### src/rtl/lsu_mem_ctrl_pkg.sv
// ---------------------------------------------------------------------------
// lsu_mem_ctrl_pkg
// Shared definitions for the load/store unit:
//   - funct3 width/sign encodings
//   - FSM state codes (IDLE, REQ, WAIT, DONE)
//   - helpers for lane offset, byte enables, store replication, misalignment
// ---------------------------------------------------------------------------
package lsu_mem_ctrl_pkg;

    localparam logic [2:0] F3_B  = 3'b000;
    localparam logic [2:0] F3_H  = 3'b001;
    localparam logic [2:0] F3_W  = 3'b010;
    localparam logic [2:0] F3_BU = 3'b100;
    localparam logic [2:0] F3_HU = 3'b101;

    localparam logic [1:0] ST_IDLE = 2'b00;
    localparam logic [1:0] ST_REQ  = 2'b01;
    localparam logic [1:0] ST_WAIT = 2'b10;
    localparam logic [1:0] ST_DONE = 2'b11;

    // Lane offset actually used on the bus: halfword and word accesses
    // have their offending low bits forced to zero.
    function automatic logic [1:0] access_offset(input logic [2:0] f3,
                                                 input logic [1:0] lo);
        logic [1:0] off;
        case (f3)
            F3_H, F3_HU: off = {lo[1], 1'b0};
            F3_W:        off = 2'b00;
            default:     off = lo;
        endcase
        return off;
    endfunction

    // True when the raw address is not naturally aligned for the width.
    function automatic logic misaligned(input logic [2:0] f3,
                                        input logic [1:0] lo);
        logic mis;
        case (f3)
            F3_H, F3_HU: mis = lo[0];
            F3_W:        mis = (lo != 2'b00);
            default:     mis = 1'b0;
        endcase
        return mis;
    endfunction

    function automatic logic [3:0] byte_enable(input logic [2:0] f3,
                                               input logic [1:0] off);
        logic [3:0] be;
        case (f3)
            F3_B, F3_BU: be = 4'b0001 << off;
            F3_H, F3_HU: be = 4'b0011 << {off[1], 1'b0};
            F3_W:        be = 4'b1111;
            default:     be = 4'b0000;
        endcase
        return be;
    endfunction

    // Replicate the store datum across all lanes; byte enables pick the lane.
    function automatic logic [31:0] store_lanes(input logic [2:0]  f3,
                                                input logic [31:0] d);
        logic [31:0] w;
        case (f3)
            F3_B:    w = {4{d[7:0]}};
            F3_H:    w = {2{d[15:0]}};
            F3_W:    w = d;
            default: w = 32'h0000_0000;
        endcase
        return w;
    endfunction

endpackage

### src/rtl/lsu_mem_ctrl_if.sv
// ---------------------------------------------------------------------------
// lsu_mem_ctrl_if
// Word-wide data-memory bus with req/gnt/rvalid handshake.
//   req/we/addr/be/wdata : LSU -> memory
//   gnt/rvalid/rdata     : memory -> LSU
// Modports: master (LSU side), slave (memory side).
// ---------------------------------------------------------------------------
interface lsu_mem_ctrl_if;
    logic        req;
    logic        we;
    logic [31:0] addr;
    logic [3:0]  be;
    logic [31:0] wdata;
    logic        gnt;
    logic        rvalid;
    logic [31:0] rdata;

    modport master (
        output req, we, addr, be, wdata,
        input  gnt, rvalid, rdata
    );

    modport slave (
        input  req, we, addr, be, wdata,
        output gnt, rvalid, rdata
    );
endinterface

### src/rtl/lsu_mem_ctrl_load_align.sv
// ---------------------------------------------------------------------------
// lsu_mem_ctrl_load_align (combinational)
// Selects the addressed lane of a read word and sign/zero-extends it.
//   rdata  : raw word from memory
//   off    : byte offset of the access within the word
//   funct3 : width/sign selector
//   data   : extended load result (0 for an unknown funct3)
// ---------------------------------------------------------------------------
module lsu_mem_ctrl_load_align
    import lsu_mem_ctrl_pkg::*;
(
    input  logic [31:0] rdata,
    input  logic [1:0]  off,
    input  logic [2:0]  funct3,
    output logic [31:0] data
);

    logic [31:0] shifted_s;

    // Move the addressed lane down to bit 0, then extend by width/sign.
    always_comb begin
        shifted_s = rdata >> {off, 3'b000};
        case (funct3)
            F3_B:    data = {{24{shifted_s[7]}}, shifted_s[7:0]};
            F3_BU:   data = {24'h00_0000, shifted_s[7:0]};
            F3_H:    data = {{16{shifted_s[15]}}, shifted_s[15:0]};
            F3_HU:   data = {16'h0000, shifted_s[15:0]};
            F3_W:    data = shifted_s;
            default: data = 32'h0000_0000;
        endcase
    end

endmodule

### src/rtl/lsu_mem_ctrl.sv
// ---------------------------------------------------------------------------
// lsu_mem_ctrl
// Load/store unit: turns LSU commands into data-memory bus transactions,
// aligns store data into byte lanes, extends load data and stalls the core
// until the access finishes.
//
// Ports
//   clk, rst        : core clock; asynchronous active-high reset
//   en              : load/store instruction in execute
//   mem_read        : load command
//   mem_write       : store command (wins over mem_read)
//   funct3          : 000 B, 001 H, 010 W, 100 BU, 101 HU
//   addr            : effective byte address
//   store_data      : rs2 value
//   mem             : memory bus (master modport)
//   stall           : hold PC/pipeline
//   load_valid      : one-cycle pulse, load result valid
//   load_data       : extended load result
//   fault           : one-cycle pulse: illegal funct3, misaligned, timeout
//
// Parameter
//   TIMEOUT_CYCLES  : cycles allowed in REQ+WAIT before a bus fault (1..255)
//
// Build option
//   LSU_MISALIGN_TRAP_EN : misaligned H/W accesses fault without a bus
//   access. When undefined the offending low address bits are cleared
//   and the access proceeds without a fault.
// ---------------------------------------------------------------------------
module lsu_mem_ctrl
    import lsu_mem_ctrl_pkg::*;
#(
    parameter int TIMEOUT_CYCLES = 255
) (
    input  logic                 clk,
    input  logic                 rst,
    input  logic                 en,
    input  logic                 mem_read,
    input  logic                 mem_write,
    input  logic [2:0]           funct3,
    input  logic [31:0]          addr,
    input  logic [31:0]          store_data,
    lsu_mem_ctrl_if.master       mem,
    output logic                 stall,
    output logic                 load_valid,
    output logic [31:0]          load_data,
    output logic                 fault
);

    // Counter value on the last permitted REQ/WAIT cycle.
    localparam logic [7:0] TIMEOUT_LAST = 8'(TIMEOUT_CYCLES - 1);

    logic [1:0]  state_r;
    logic [7:0]  cnt_r;
    logic        req_r;
    logic        we_r;
    logic [31:0] addr_r;
    logic [3:0]  be_r;
    logic [31:0] wdata_r;
    logic        is_load_r;
    logic [2:0]  f3_r;
    logic [1:0]  off_r;
    logic        load_valid_r;
    logic [31:0] load_data_r;
    logic        fault_r;

    logic        start_s;
    logic        legal_s;
    logic        reject_s;
    logic [1:0]  off_s;
    logic        timeout_s;
    logic [31:0] aligned_s;

    // Decode the incoming command: legality, lane offset and reject reason.
    always_comb begin
        start_s = en & (mem_read | mem_write);
        case (funct3)
            F3_B, F3_H, F3_W: legal_s = 1'b1;
            F3_BU, F3_HU:     legal_s = ~mem_write;   // no unsigned stores
            default:          legal_s = 1'b0;
        endcase
        off_s = access_offset(funct3, addr[1:0]);
`ifdef LSU_MISALIGN_TRAP_EN
        reject_s = ~legal_s | misaligned(funct3, addr[1:0]);
`else
        reject_s = ~legal_s;
`endif
        timeout_s = (cnt_r == TIMEOUT_LAST);
    end

    // The core must hold from the cycle a command is seen until DONE.
    always_comb begin
        stall = ((state_r == ST_IDLE) & start_s) |
                (state_r == ST_REQ) | (state_r == ST_WAIT);
    end

    lsu_mem_ctrl_load_align u_load_align (
        .rdata  (mem.rdata),
        .off    (off_r),
        .funct3 (f3_r),
        .data   (aligned_s)
    );

    // Access FSM, timeout counter, latched bus fields and result registers.
    always_ff @(posedge clk or posedge rst) begin
        if (rst) begin
            state_r      <= ST_IDLE;
            cnt_r        <= 8'd0;
            req_r        <= 1'b0;
            we_r         <= 1'b0;
            addr_r       <= 32'h0000_0000;
            be_r         <= 4'b0000;
            wdata_r      <= 32'h0000_0000;
            is_load_r    <= 1'b0;
            f3_r         <= 3'b000;
            off_r        <= 2'b00;
            load_valid_r <= 1'b0;
            load_data_r  <= 32'h0000_0000;
            fault_r      <= 1'b0;
        end else begin
            case (state_r)
                ST_IDLE: begin
                    cnt_r <= 8'd0;
                    if (start_s) begin
                        if (reject_s) begin
                            state_r     <= ST_DONE;
                            fault_r     <= 1'b1;
                            load_data_r <= 32'h0000_0000;
                        end else begin
                            state_r   <= ST_REQ;
                            req_r     <= 1'b1;
                            we_r      <= mem_write;
                            is_load_r <= ~mem_write;
                            f3_r      <= funct3;
                            off_r     <= off_s;
                            addr_r    <= {addr[31:2], 2'b00};
                            be_r      <= byte_enable(funct3, off_s);
                            wdata_r   <= mem_write ? store_lanes(funct3, store_data)
                                                   : 32'h0000_0000;
                        end
                    end
                end
                ST_REQ: begin
                    cnt_r <= cnt_r + 8'd1;
                    if (mem.gnt) begin
                        req_r <= 1'b0;
                        if (!is_load_r) begin
                            state_r <= ST_DONE;
                        end else if (mem.rvalid) begin
                            state_r      <= ST_DONE;
                            load_valid_r <= 1'b1;
                            load_data_r  <= aligned_s;
                        end else begin
                            state_r <= ST_WAIT;
                        end
                    end else if (timeout_s) begin
                        state_r     <= ST_DONE;
                        req_r       <= 1'b0;
                        fault_r     <= 1'b1;
                        load_data_r <= 32'h0000_0000;
                    end
                end
                ST_WAIT: begin
                    cnt_r <= cnt_r + 8'd1;
                    if (mem.rvalid) begin
                        state_r      <= ST_DONE;
                        load_valid_r <= 1'b1;
                        load_data_r  <= aligned_s;
                    end else if (timeout_s) begin
                        state_r     <= ST_DONE;
                        fault_r     <= 1'b1;
                        load_data_r <= 32'h0000_0000;
                    end
                end
                ST_DONE: begin
                    state_r      <= ST_IDLE;
                    load_valid_r <= 1'b0;
                    fault_r      <= 1'b0;
                end
                default: begin
                    state_r      <= ST_IDLE;
                    req_r        <= 1'b0;
                    load_valid_r <= 1'b0;
                    fault_r      <= 1'b0;
                end
            endcase
        end
    end

    assign mem.req    = req_r;
    assign mem.we     = we_r;
    assign mem.addr   = addr_r;
    assign mem.be     = be_r;
    assign mem.wdata  = wdata_r;
    assign load_valid = load_valid_r;
    assign load_data  = load_data_r;
    assign fault      = fault_r;

endmodule
### src/flat_wrapper.sv
// flat-port wrapper written by rule: the top's interface ports become plain ports
module lsu_mem_ctrl_flat import lsu_mem_ctrl_pkg::*;
#(
    parameter int TIMEOUT_CYCLES = 255
)
  (clk, rst, en, mem_read, mem_write, funct3, addr, store_data, stall, load_valid, load_data, fault, mem_req, mem_we, mem_addr, mem_be, mem_wdata, mem_gnt, mem_rvalid, mem_rdata);
  lsu_mem_ctrl_if mem_i ();
  input  logic clk;
  input  logic rst;
  input  logic en;
  input  logic mem_read;
  input  logic mem_write;
  input  logic [2:0] funct3;
  input  logic [31:0] addr;
  input  logic [31:0] store_data;
  output logic stall;
  output logic load_valid;
  output logic [31:0] load_data;
  output logic fault;
  output wire logic [$bits(mem_i.req)-1:0] mem_req;
  output wire logic [$bits(mem_i.we)-1:0] mem_we;
  output wire logic [$bits(mem_i.addr)-1:0] mem_addr;
  output wire logic [$bits(mem_i.be)-1:0] mem_be;
  output wire logic [$bits(mem_i.wdata)-1:0] mem_wdata;
  input wire logic [$bits(mem_i.gnt)-1:0] mem_gnt;
  input wire logic [$bits(mem_i.rvalid)-1:0] mem_rvalid;
  input wire logic [$bits(mem_i.rdata)-1:0] mem_rdata;
  assign mem_req = mem_i.req;
  assign mem_we = mem_i.we;
  assign mem_addr = mem_i.addr;
  assign mem_be = mem_i.be;
  assign mem_wdata = mem_i.wdata;
  assign mem_i.gnt = mem_gnt;
  assign mem_i.rvalid = mem_rvalid;
  assign mem_i.rdata = mem_rdata;
  lsu_mem_ctrl #(.TIMEOUT_CYCLES(TIMEOUT_CYCLES)) u_core (.clk(clk), .rst(rst), .en(en), .mem_read(mem_read), .mem_write(mem_write), .funct3(funct3), .addr(addr), .store_data(store_data), .mem(mem_i), .stall(stall), .load_valid(load_valid), .load_data(load_data), .fault(fault));
endmodule
### config.mk
export PLATFORM = sky130hd
export DESIGN_NAME = lsu_mem_ctrl_flat
export DESIGN_NICKNAME = d
export VERILOG_FILES = /design/src/rtl/lsu_mem_ctrl_pkg.sv /design/src/rtl/lsu_mem_ctrl_if.sv /design/src/rtl/lsu_mem_ctrl_load_align.sv /design/src/rtl/lsu_mem_ctrl.sv /design/src/flat_wrapper.sv
export SDC_FILE = /design/constraint.sdc
export NUM_CORES = 1
export LEC_CHECK = 0
export ABC_AREA = 1
export CAP_MARGIN = 30
export CORE_MARGIN = 1.5
export CORE_UTILIZATION = 25
export CTS_CLUSTER_DIAMETER = 40
export DETAILED_ROUTE_END_ITERATION = 8
export SLEW_MARGIN = 20
export SYNTH_ARGS = -nofsm -noshare
export SYNTH_HDL_FRONTEND = slang
export SYNTH_SLANG_ARGS = --single-unit
export TNS_END_PERCENT = 1
### constraint.sdc
create_clock -name clk -period 4.64 [get_ports clk]
set_input_delay 0.928 -clock clk [delete_from_list [all_inputs] [get_ports clk]]
set_output_delay 0.928 -clock clk [all_outputs]
set_load 0.01 [all_outputs]
## After elaboration in Yosys (flattened, before gate mapping)

Index checks and enable logic that the tools add are counted.

| storage, ports and cells | value |
|---|---|
| register bits | 118 |

| operators by class | value |
|---|---|
| add/sub/neg operators | 1 |
| equal/unequal tests | 22 |
| shift operators | 3 |
| multiplexer cells | 38 |
| bitwise gates (word level) | 6 |
| reductions and logical operators | 17 |

Operators by type and width:

| operator | count |
|---|---|
| two-way mux 32 bit | 8 |
| one-hot mux 32 bit (3 select lines) | 2 |
| one-hot mux 32 bit (5 select lines) | 1 |
| >> shifter 32 x 5 -> 32 bit | 1 |
| one-hot mux 8 bit (2 select lines) | 1 |
| two-way mux 1 bit | 13 |
| equality test 3 bit, second input constant | 4 |
| two-way mux 2 bit | 6 |
| one-hot mux 4 bit (3 select lines) | 1 |
| adder 8 x 1 -> 8 bit, second input constant | 1 |
| equality test 8 bit, second input constant | 1 |
| inequality test 2 bit, second input constant | 4 |
| one-hot mux 2 bit (4 select lines) | 1 |
| AND reduction 4 bit | 2 |
| OR reduction 2 bit | 4 |
| equality test 3 x 1 -> 1 bit, second input constant | 2 |
| equality test 3 x 2 -> 1 bit, second input constant | 2 |
| zero test 3 bit | 2 |
| inequality test 2 x 1 -> 1 bit, second input constant | 3 |
| inequality test 3 x 2 -> 1 bit, second input constant | 2 |
| AND reduction 3 bit | 2 |
| nonzero test 3 bit | 2 |
| AND reduction 5 bit | 1 |
| equality test 2 bit, second input constant | 2 |
| other kinds (14) | 19 |

## Logic depth before layout (Yosys ltp)

Gate-level depths: netlist (run 1).

| depth | value |
|---|---|
| word-level depth | 6 |
| gate-level depth with buffers | 11 |
| gate-level depth less buffers | 10 |

## Modules after synthesis

A second synthesis (run 1) with hierarchy kept.

| unflattened totals | value |
|---|---|
| cell total of the unflattened synthesis | 943 |
| area total of the unflattened synthesis | 6650.1 um2 |

Modules (own cells, without submodules):

| module | instances | cells each | area each (um2) |
|---|---|---|---|
| lsu_mem_ctrl | 1 | 749 | 5731.7 |
| lsu_mem_ctrl_load_align | 1 | 194 | 918.4 |

## Worst setup path after synthesis (run 1)

OpenSTA, ideal clock, no wires.

| path | value |
|---|---|
| path kind | in2out |
| start point | in mem_write |
| end point | out stall |
| arrival time | 1260 ps |
| required time | 3712 ps |
| setup slack | 2452 ps |
| cell stages on the path | 2 |
| path buffers | 0 |
| cells stage by stage | o21ai_1 -> o211ai_1 |

| between the ends | value |
|---|---|
| longest elaborated chain between the ends | 5 |

RTL lines:

| element | RTL line | source |
|---|---|---|
| from (decl) | flat_wrapper.sv:12 | `input logic mem_write;` |
| bitwise OR 1 bit | lsu_mem_ctrl.sv:75 | `start_s = en & (mem_read \| mem_write);` |
| AND 1 bit | lsu_mem_ctrl.sv:75 |  |
| AND 1 bit | lsu_mem_ctrl.sv:92 | `stall = ((state_r == ST_IDLE) & start_s) \|` |
| bitwise OR 1 bit | lsu_mem_ctrl.sv:92 |  |
| bitwise OR 1 bit | lsu_mem_ctrl.sv:93 | `(state_r == ST_REQ) \| (state_r == ST_WAIT);` |
| to (decl) | flat_wrapper.sv:16 | `output logic stall;` |

No other way between the ends.

## Final worst setup path (run 1)

Same ends and word-level chain as after synthesis.

==> metrics.txt, run 1 <==
CP Class primary input to output port; Final Hold Viols 0; Post-Synthesis Cell Area 0.00639 mm2; Fill cells 2665; actual slew at the worst max-slew pin 862 ps; total CTS buffers 17; post-CTS sizing 0; initial antenna violation count 0; post-synthesis cell count 895; # hold bufs at CTS 0; Final Wtd Congestion 0.833; Crit. Startpoint mem_write; detailed placer's ending HPWL 15000 um; Starting Density 0.255; endpoints failing setup 0; area leader, netlist dfrtp_1; switch share 0.412; via/cell ratio 4.48; later-pin clock latency in the skew report 420 ps; top cell type's share of synthesized area 0.462; Net Sw Power 0.00238 W; most instantiated cells after synthesis nand2_1 (435), dfrtp_1 (118), nand3_1 (65); Die Height 163 um; Post-DRT Antenna Nets 0; postcts setup bufs 0; VDD IR max 0.239 mV; GRT Total Usage 0.163; Antenna diodes 0; final slew viol count 0; R2R cell count 8; pwr dens 620 mW/mm2; Startpoint Class primary input; first-pass GRT wire length 33600 um; Synth-to-Final Area Change 45.5%; root buf cell clkbuf_16; R2R Setup Slk 1900 ps; Most used DFF post-synth dfrtp_1; Overflow after GRT 0; Seq/Total Area, Yosys 0.462; Max Cap Viol 0; Die Footprint 0.0265 mm2; I/O pins 211; Routed WL per cell 14.6 um; Clock Power Share 0.230; crit path capture type output port; Place WS 1370 ps; number of remaining DRC errors 0; TNS Setup 0 ps; internal power 0.00339 W; IO Port Bufs 208; leading post-synthesis cells by cell area dfrtp_1 (46%), nand2_1 (26%), nand3_1 (5.1%); CTS tree yes; RSZ-0062 raised after global routing no; Worst Path Max Fanout 3; Num Clock Sinks 118; Die X 163 um; largest net degree at the start of global routing 80; Final Hold Slack 476 ps; Final WS setup 1380 ps; maximum clock frequency 307 MHz; share of layout cells above drive strength 1 0.0498; core area 0.0251 mm2; CTS H-tree depth 4; clk_skew 10.9 ps; Async SR Flop Fraction 1.00; post-synth cell types 41; row count 58; RR Startpoint u_core.off_r[1]; FF+latch count, synth 118; slew margin rel. 0.426; Leak 4.53 nW; clock-pin slew of the registers on the worst-case setup and hold paths 60 ps; r2r endpoint u_core.load_data[22]; CP endpoint stall; CP arrival 2330 ps; Combinational Power Share 0.463; via count 6423; clk buf depth 2; Total Wirelength 21000 um; vias in the first global route 6313; worst endpoint required time 3710 ps; minimum clock period after layout 3260 ps; Final nets 1204; DRT iter0 DRCs 446; Min-Delay Path Class register to register; power share of the sequential group 0.307; Synth Area per Inst 7.14 um2; Post-synth EDFFs 0; count leader, synth nand2_1; DR pass1 iterations 5; Yosys Warn Count 0; period utilisation layout 0.702; status finished, final reports clean
## final cells by class
class,instances,area [um2],area share
clock inverter,15,155,0.0167
timing repair buffer,214,2130,0.229
inverter,51,195,0.0210
multi-input combinational,689,3030,0.326
tap,330,413,0.0444
sequential,118,2950,0.318
clock buffer,17,425,0.0457
## metrics by stage
stage	std cells	power [W]	cell area (um2)	utilization
detailed placement	1402	0.00449	8720	0.347
global placement	1402	0.00447	8720	0.347
finish	1434	0.00577	9300	0.370
global route	1434	0.00624	9300	0.370
floorplan	896	0.00325	6390	-
CTS	1434	0.00585	9300	0.370
## per-layer routing
| layer | vias up | track usage | wire length (um) |
|---|---|---|---|
| met5 | - | 0 | 0 |
| met4 | 0 | 0.0559 | 274 |
| met1 | 2943 | 0.211 | 9490 |
| met2 | 235 | 0.249 | 9230 |
| met3 | 20 | 0.0583 | 1960 |
| li1 | 3225 | - | - |
## worst min-delay path by stage
stage                               from                    to  slack [ps]  cells past startpoint
floorplan                u_core.cnt_r[2]       u_core.cnt_r[2]         450                      1
global placement     u_core.mem.addr[17]   u_core.mem.addr[17]         460                      2
detailed placement  u_core.mem.wdata[23]  u_core.mem.wdata[23]         460                      2
CTS                  u_core.mem.addr[29]   u_core.mem.addr[29]         480                      2
global route        u_core.mem.wdata[30]  u_core.mem.wdata[30]         500                      2
finish                u_core.mem.addr[7]    u_core.mem.addr[7]         480                      2
## logic make-up after synthesis
| group | share of synthesized area |
|---|---|
| simple gates | 0.362 |
| other cells | 0.000587 |
| fa+ha+maj | 0.0137 |
| flops | 0.462 |
| buf+inv | 0.0642 |
| mux | 0.0110 |
| compound gates | 0.0869 |
## worst max-delay path, stage by stage
cell and delay, ps:
clkdlybuf4s50_1 530, o21ai_1 130, o211ai_1 180, clkdlybuf4s50_1 560
## placed cells by master (no fill, tap or decap), types with 3 or more instances in the layout
| cell type | netlist | routed |
|---|---|---|
| a21boi_0 | 10 | 10 |
| a21oi_1 | 18 | 18 |
| buf_4 | 7 | 6 |
| clkbuf_16 | 0 | 17 |
| clkdlybuf4s50_1 | 0 | 208 |
| dfrtp_1 | 118 | 118 |
| ha_1 | 7 | 7 |
| inv_1 | 45 | 44 |
| inv_2 | 3 | 3 |
| inv_6 | 0 | 8 |
| mux2i_1 | 7 | 7 |
| nand2_1 | 435 | 435 |
| nand2_2 | 4 | 4 |
| nand3_1 | 65 | 65 |
| nor2_1 | 56 | 56 |
| nor3_1 | 4 | 4 |
| o21ai_0 | 57 | 57 |
## power by group through the flow
stage / sequential (W) / combinational, W / clock, W
after floorplan: 0.00186 / 0.00139 / 0
after global placement: 0.00178 / 0.00269 / 0
after detailed placement: 0.00178 / 0.00271 / 0
after CTS: 0.00178 / 0.00272 / 0.00136
after global routing: 0.00183 / 0.00299 / 0.00141
final: 0.00177 / 0.00267 / 0.00132
## registers in the layout (all words and copies together) (netlist names), 2 cells and up
signal,flops
u_core.cnt_r,8
u_core.state_r,2
u_core.load_data,32
u_core.mem.addr,30
u_core.mem.be,4
u_core.f3_r,3
u_core.mem.wdata,32
u_core.off_r,2
Note: power is estimated with default switching activity, not from simulation.
==> run 2, diff against run 1 <==
- clock period: 4.64 -> 3.15 ns (I/O delays scaled with it)
==> run 2 against run 1 <==
  * Final cell count up 0.42%
  * Sequential power up 46%
  * Critical path type is now register to output port
  * Register-to-register slack worse by 820 ps
  * Wire length up 0.79%
  * Count of clock-buffer cells in the layout up 5
  * Utilization up 0.43 points
  * Largest cell class unchanged
==> metrics.txt, run 2 (same netlist as run 1, synthesis figures left out) <==
Leak 4.58 nW; Final Hold Slack 479 ps; RSZ-0062 raised after global routing no; CP cell instances inv_1 > ha_1 > inv_1 > o211ai_1 > clkdlybuf4s50_1; CP peak stage delay 560 ps; # hold bufs at CTS 0; vias in the first global route 6279; later-pin clock latency in the skew report 430 ps; post-CTS sizing 0; via/cell ratio 4.48; maximum clock frequency 352 MHz; slew margin rel. 0.522; endpoints failing setup 0; status finished, final reports clean; initial antenna violation count 0; VDD IR max 0.407 mV; Routed WL per cell 14.7 um; Fill cells 2669; Max Cap Viol 0; Final nets 1210; share of layout cells above drive strength 1 0.0532; Starting Density 0.255; Overflow after GRT 0; TNS Setup 0 ps; worst endpoint required time 2520 ps; commonest non-fill, non-tap cell in the layout nand2_1; Final Wtd Congestion 0.852; final slew viol count 0; via count 6450; first-pass GRT wire length 33500 um; CTS tree yes; most frequent cells in the layout nand2_1 (435), clkdlybuf4s50_1 (208), dfrtp_1 (118); clk_skew 11.3 ps; actual slew at the worst max-slew pin 716 ps; Final WS setup 313 ps; Final Hold Viols 0; CP Buf/Inv Count 3; CP arrival 2210 ps; Total Wirelength 21100 um; Min-Delay Path Class register to register; design area 0.00941 mm2; postcts setup bufs 0; Startpoint Class register; CTS H-tree depth 4; I/O pins 211; cell mode on critical path inv_1; CP max-delay cell clkdlybuf4s50_1; total CTS buffers 17; minimum clock period after layout 2840 ps; largest net degree at the start of global routing 119; clock-pin slew of the registers on the worst-case setup and hold paths 60 ps; DRT iter0 DRCs 393; Die Height 163 um; number of remaining DRC errors 0; core area 0.0251 mm2; Place WS 357 ps; Post-DRT Antenna Nets 0; Synth-to-Final Area Change 47.2%; clk buf depth 2; dpl cell area 0.00879 mm2; detailed placer's ending HPWL 14800 um; Worst Path Max Fanout 5; DR pass1 iterations 5; Die Footprint 0.0265 mm2; crit-path leading delay family buffers and inverters; Die X 163 um; crit path capture type output port; IO Port Bufs 208; CP Class register to output port; Antenna diodes 0; row count 58; root buf cell clkbuf_16; GRT Total Usage 0.163; period utilisation layout 0.901; Num Clock Sinks 118; pwr dens 922 mW/mm2
run 2: changes by cell type in the layout (fill, tap and decap cells not counted), sizes merged:
cell      delta
inv          -9
bufinv       +2
clkinvlp     +2
buf          +6
clkbuf       +5
run 2: stage by stage:
stage	total power [W]	instances	util
floorplan	0.00479	896	-
global placement	0.00664	1408	0.350
detailed placement	0.00666	1408	0.350
CTS	0.00881	1440	0.375
global route	0.00935	1440	0.375
finish	0.00868	1440	0.375
run 2: layer usage:
metal	GRT usage	wire, um	vias up
li1	-	-	3226
met1	0.208	9340	2974
met2	0.257	9530	235
met3	0.0586	2020	15
met4	0.0475	232	0
met5	0	0	-
run 2: layout make-up:
type                       count  area, um2  area share
tap                          330        413      0.0439
multi-input combinational    689       3030       0.322
sequential                   118       2950       0.314
timing repair buffer         220       2200       0.234
clock buffer                  22        474      0.0504
inverter                      51        196      0.0209
clock inverter                10        144      0.0153
run 2: worst paths after layout:
kind | startpoint | to | slack, ps | cells after the start
max reg2reg | u_core.state_r[1] | u_core.load_data[23] | 1080 | 11
min | u_core.mem.addr[16] | u_core.mem.addr[16] | 480 | 2
max in group asynchronous | rst | u_core.load_data[10] | 1880 | 3
min reg2reg | u_core.mem.addr[16] | u_core.mem.addr[16] | 480 | 2
min in group asynchronous | rst | u_core.load_valid | 680 | 3
max | u_core.state_r[0] | stall | 310 | 5
run 2: tightest hold or removal path, cell delays in order (launching register included):
cell,delay (ps)
dfrtp_1,340
nand2_1,50
nand2_1,60
run 2: report_power, final:
group	switching [W]	internal, W	total, W	leakage [nW]
Combinational	0.00222	0.00180	0.00402	2.72
Clock	0.000763	0.00131	0.00208	0.293
Sequential	0.000456	0.00213	0.00258	1.56
==> run 3, diff against run 2 <==
==> constraint.sdc (replaced) <==
create_clock -name clk -period 3.15 [get_ports clk]
set_input_delay 0.7875 -clock clk [delete_from_list [all_inputs] [get_ports clk]]
set_output_delay 0.7875 -clock clk [all_outputs]
set_load 0.01 [all_outputs]
==> run 3 against run 2 <==
  * Wire length shrank 0.94%
  * Via count shrank 0.82%
  * Sequential power is essentially flat
  * Worst hold slack gained 3.0 ps
  * Critical endpoint unchanged
  * Non-clock buffer count grew 2
==> metrics.txt, run 3 (same netlist as run 1, synthesis figures left out) <==
WL met2 9280 um; row count 58; pwr dens 922 mW/mm2; post-CTS sizing 0; maximum clock frequency 340 MHz; status finished, final reports clean; Die Height 163 um; via count 6397; CTS H-tree depth 4; minimum clock period after layout 2940 ps; clock-pin slew of the registers on the worst-case setup and hold paths 60 ps; Final WS setup 208 ps; core area 0.0251 mm2; I/O pins 211; IO Port Bufs 208; first-pass GRT wire length 33300 um; Post-DRT Antenna Nets 0; crit path capture type output port; period utilisation layout 0.934; Max Cap Viol 0; GRT Total Usage 0.162; Die X 163 um; Routed WL per cell 14.5 um; Starting Density 0.255; DRT iter0 DRCs 494; Final Wtd Congestion 0.851; root buf cell clkbuf_16; Num Clock Sinks 118; actual slew at the worst max-slew pin 751 ps; VDD IR max 0.410 mV; worst endpoint required time 2360 ps; vias in the first global route 6235; Min-Delay Path Class register to register; Die Footprint 0.0265 mm2; Placed Cells incl. Taps 1410; CP Class register to output port; Overflow after GRT 0; Final Hold Slack 482 ps; Total Wirelength 20900 um; Startpoint Class register; total CTS buffers 17; CTS tree yes; detailed placer's ending HPWL 14900 um; DR pass1 iterations 5; fin cells 1442; largest net degree at the start of global routing 119; slew margin rel. 0.499; number of remaining DRC errors 0; Antenna diodes 0; Synth-to-Final Area Change 47.4%; later-pin clock latency in the skew report 420 ps; TNS Setup 0 ps; # hold bufs at CTS 0; clk_skew 13.8 ps; commonest non-fill, non-tap cell in the layout nand2_1; Final nets 1212; most frequent cells in the layout nand2_1 (435), clkdlybuf4s50_1 (208), dfrtp_1 (118); endpoints failing setup 0; final slew viol count 0; wl on met1 9570 um; uppermost layer routed met4; Leak 4.60 nW; Worst Path Max Fanout 5; met3 routed WL 1820 um; Place WS 254 ps; initial antenna violation count 0; share of layout cells above drive strength 1 0.0567; via/cell ratio 4.44; RSZ-0062 raised after global routing no; postcts setup bufs 0; Final Hold Viols 0; clk buf depth 2; CP arrival 2150 ps
## run 3: cell count changes in the layout (fill, tap and decap cells not counted)
cell,delta
buf_4,+2
clkinv_4,+5
clkinvlp_4,-3
clkinv_2,+2
clkbuf_1,-2
clkbuf_8,-2
## run 3: layer usage
layer / up-vias / GRT usage
met1: 2927 / 0.214
met2: 217 / 0.246
met3: 22 / 0.0593
met4: 0 / 0.0430
met5: - / 0
li1: 3231 / -
## run 3: worst paths after layout
kind                                      from             endpoint  slack (ps)  cells past startpoint
max                          u_core.state_r[0]                stall         210                      5
min                        u_core.mem.addr[24]  u_core.mem.addr[24]         480                      2
max reg2reg                  u_core.state_r[0]  u_core.mem.addr[30]        1110                      9
min reg2reg                u_core.mem.addr[24]  u_core.mem.addr[24]         480                      2
max in group asynchronous                  rst      u_core.cnt_r[5]        1660                      3
min in group asynchronous                  rst    u_core.load_valid         850                      3
## run 3: power breakdown
| part | switching, W | total, W | leakage [nW] | internal, W |
|---|---|---|---|---|
| Clock | 0.000790 | 0.00206 | 0.305 | 0.00127 |
| Combinational | 0.00224 | 0.00405 | 2.73 | 0.00181 |
| Sequential | 0.000455 | 0.00258 | 1.56 | 0.00213 |
## run 3: final cells by class
type | count | area (um2)
clock buffers | 18 | 439
clock inverters | 14 | 175
flip-flops and latches | 118 | 2950
well taps | 330 | 413
fillers | 2634 | 15700
multi-input cells | 689 | 3030
inverters | 51 | 196
repair buffers | 222 | 2210
## run 3: critical path: stages (launching register included)
cell             delay, ps
dfrtp_1                420
inv_1                  130
ha_1                   300
inv_1                  140
o211ai_1               190
clkdlybuf4s50_1        560
## run 3: through the flow
step                      total power (W)   util  area [um2]
after floorplan                   0.00479      -        6400
after global placement            0.00666  0.351        8810
after detailed placement          0.00669  0.351        8810
after CTS                         0.00882  0.375        9420
after global routing              0.00934  0.375        9420
final                             0.00869  0.375        9420
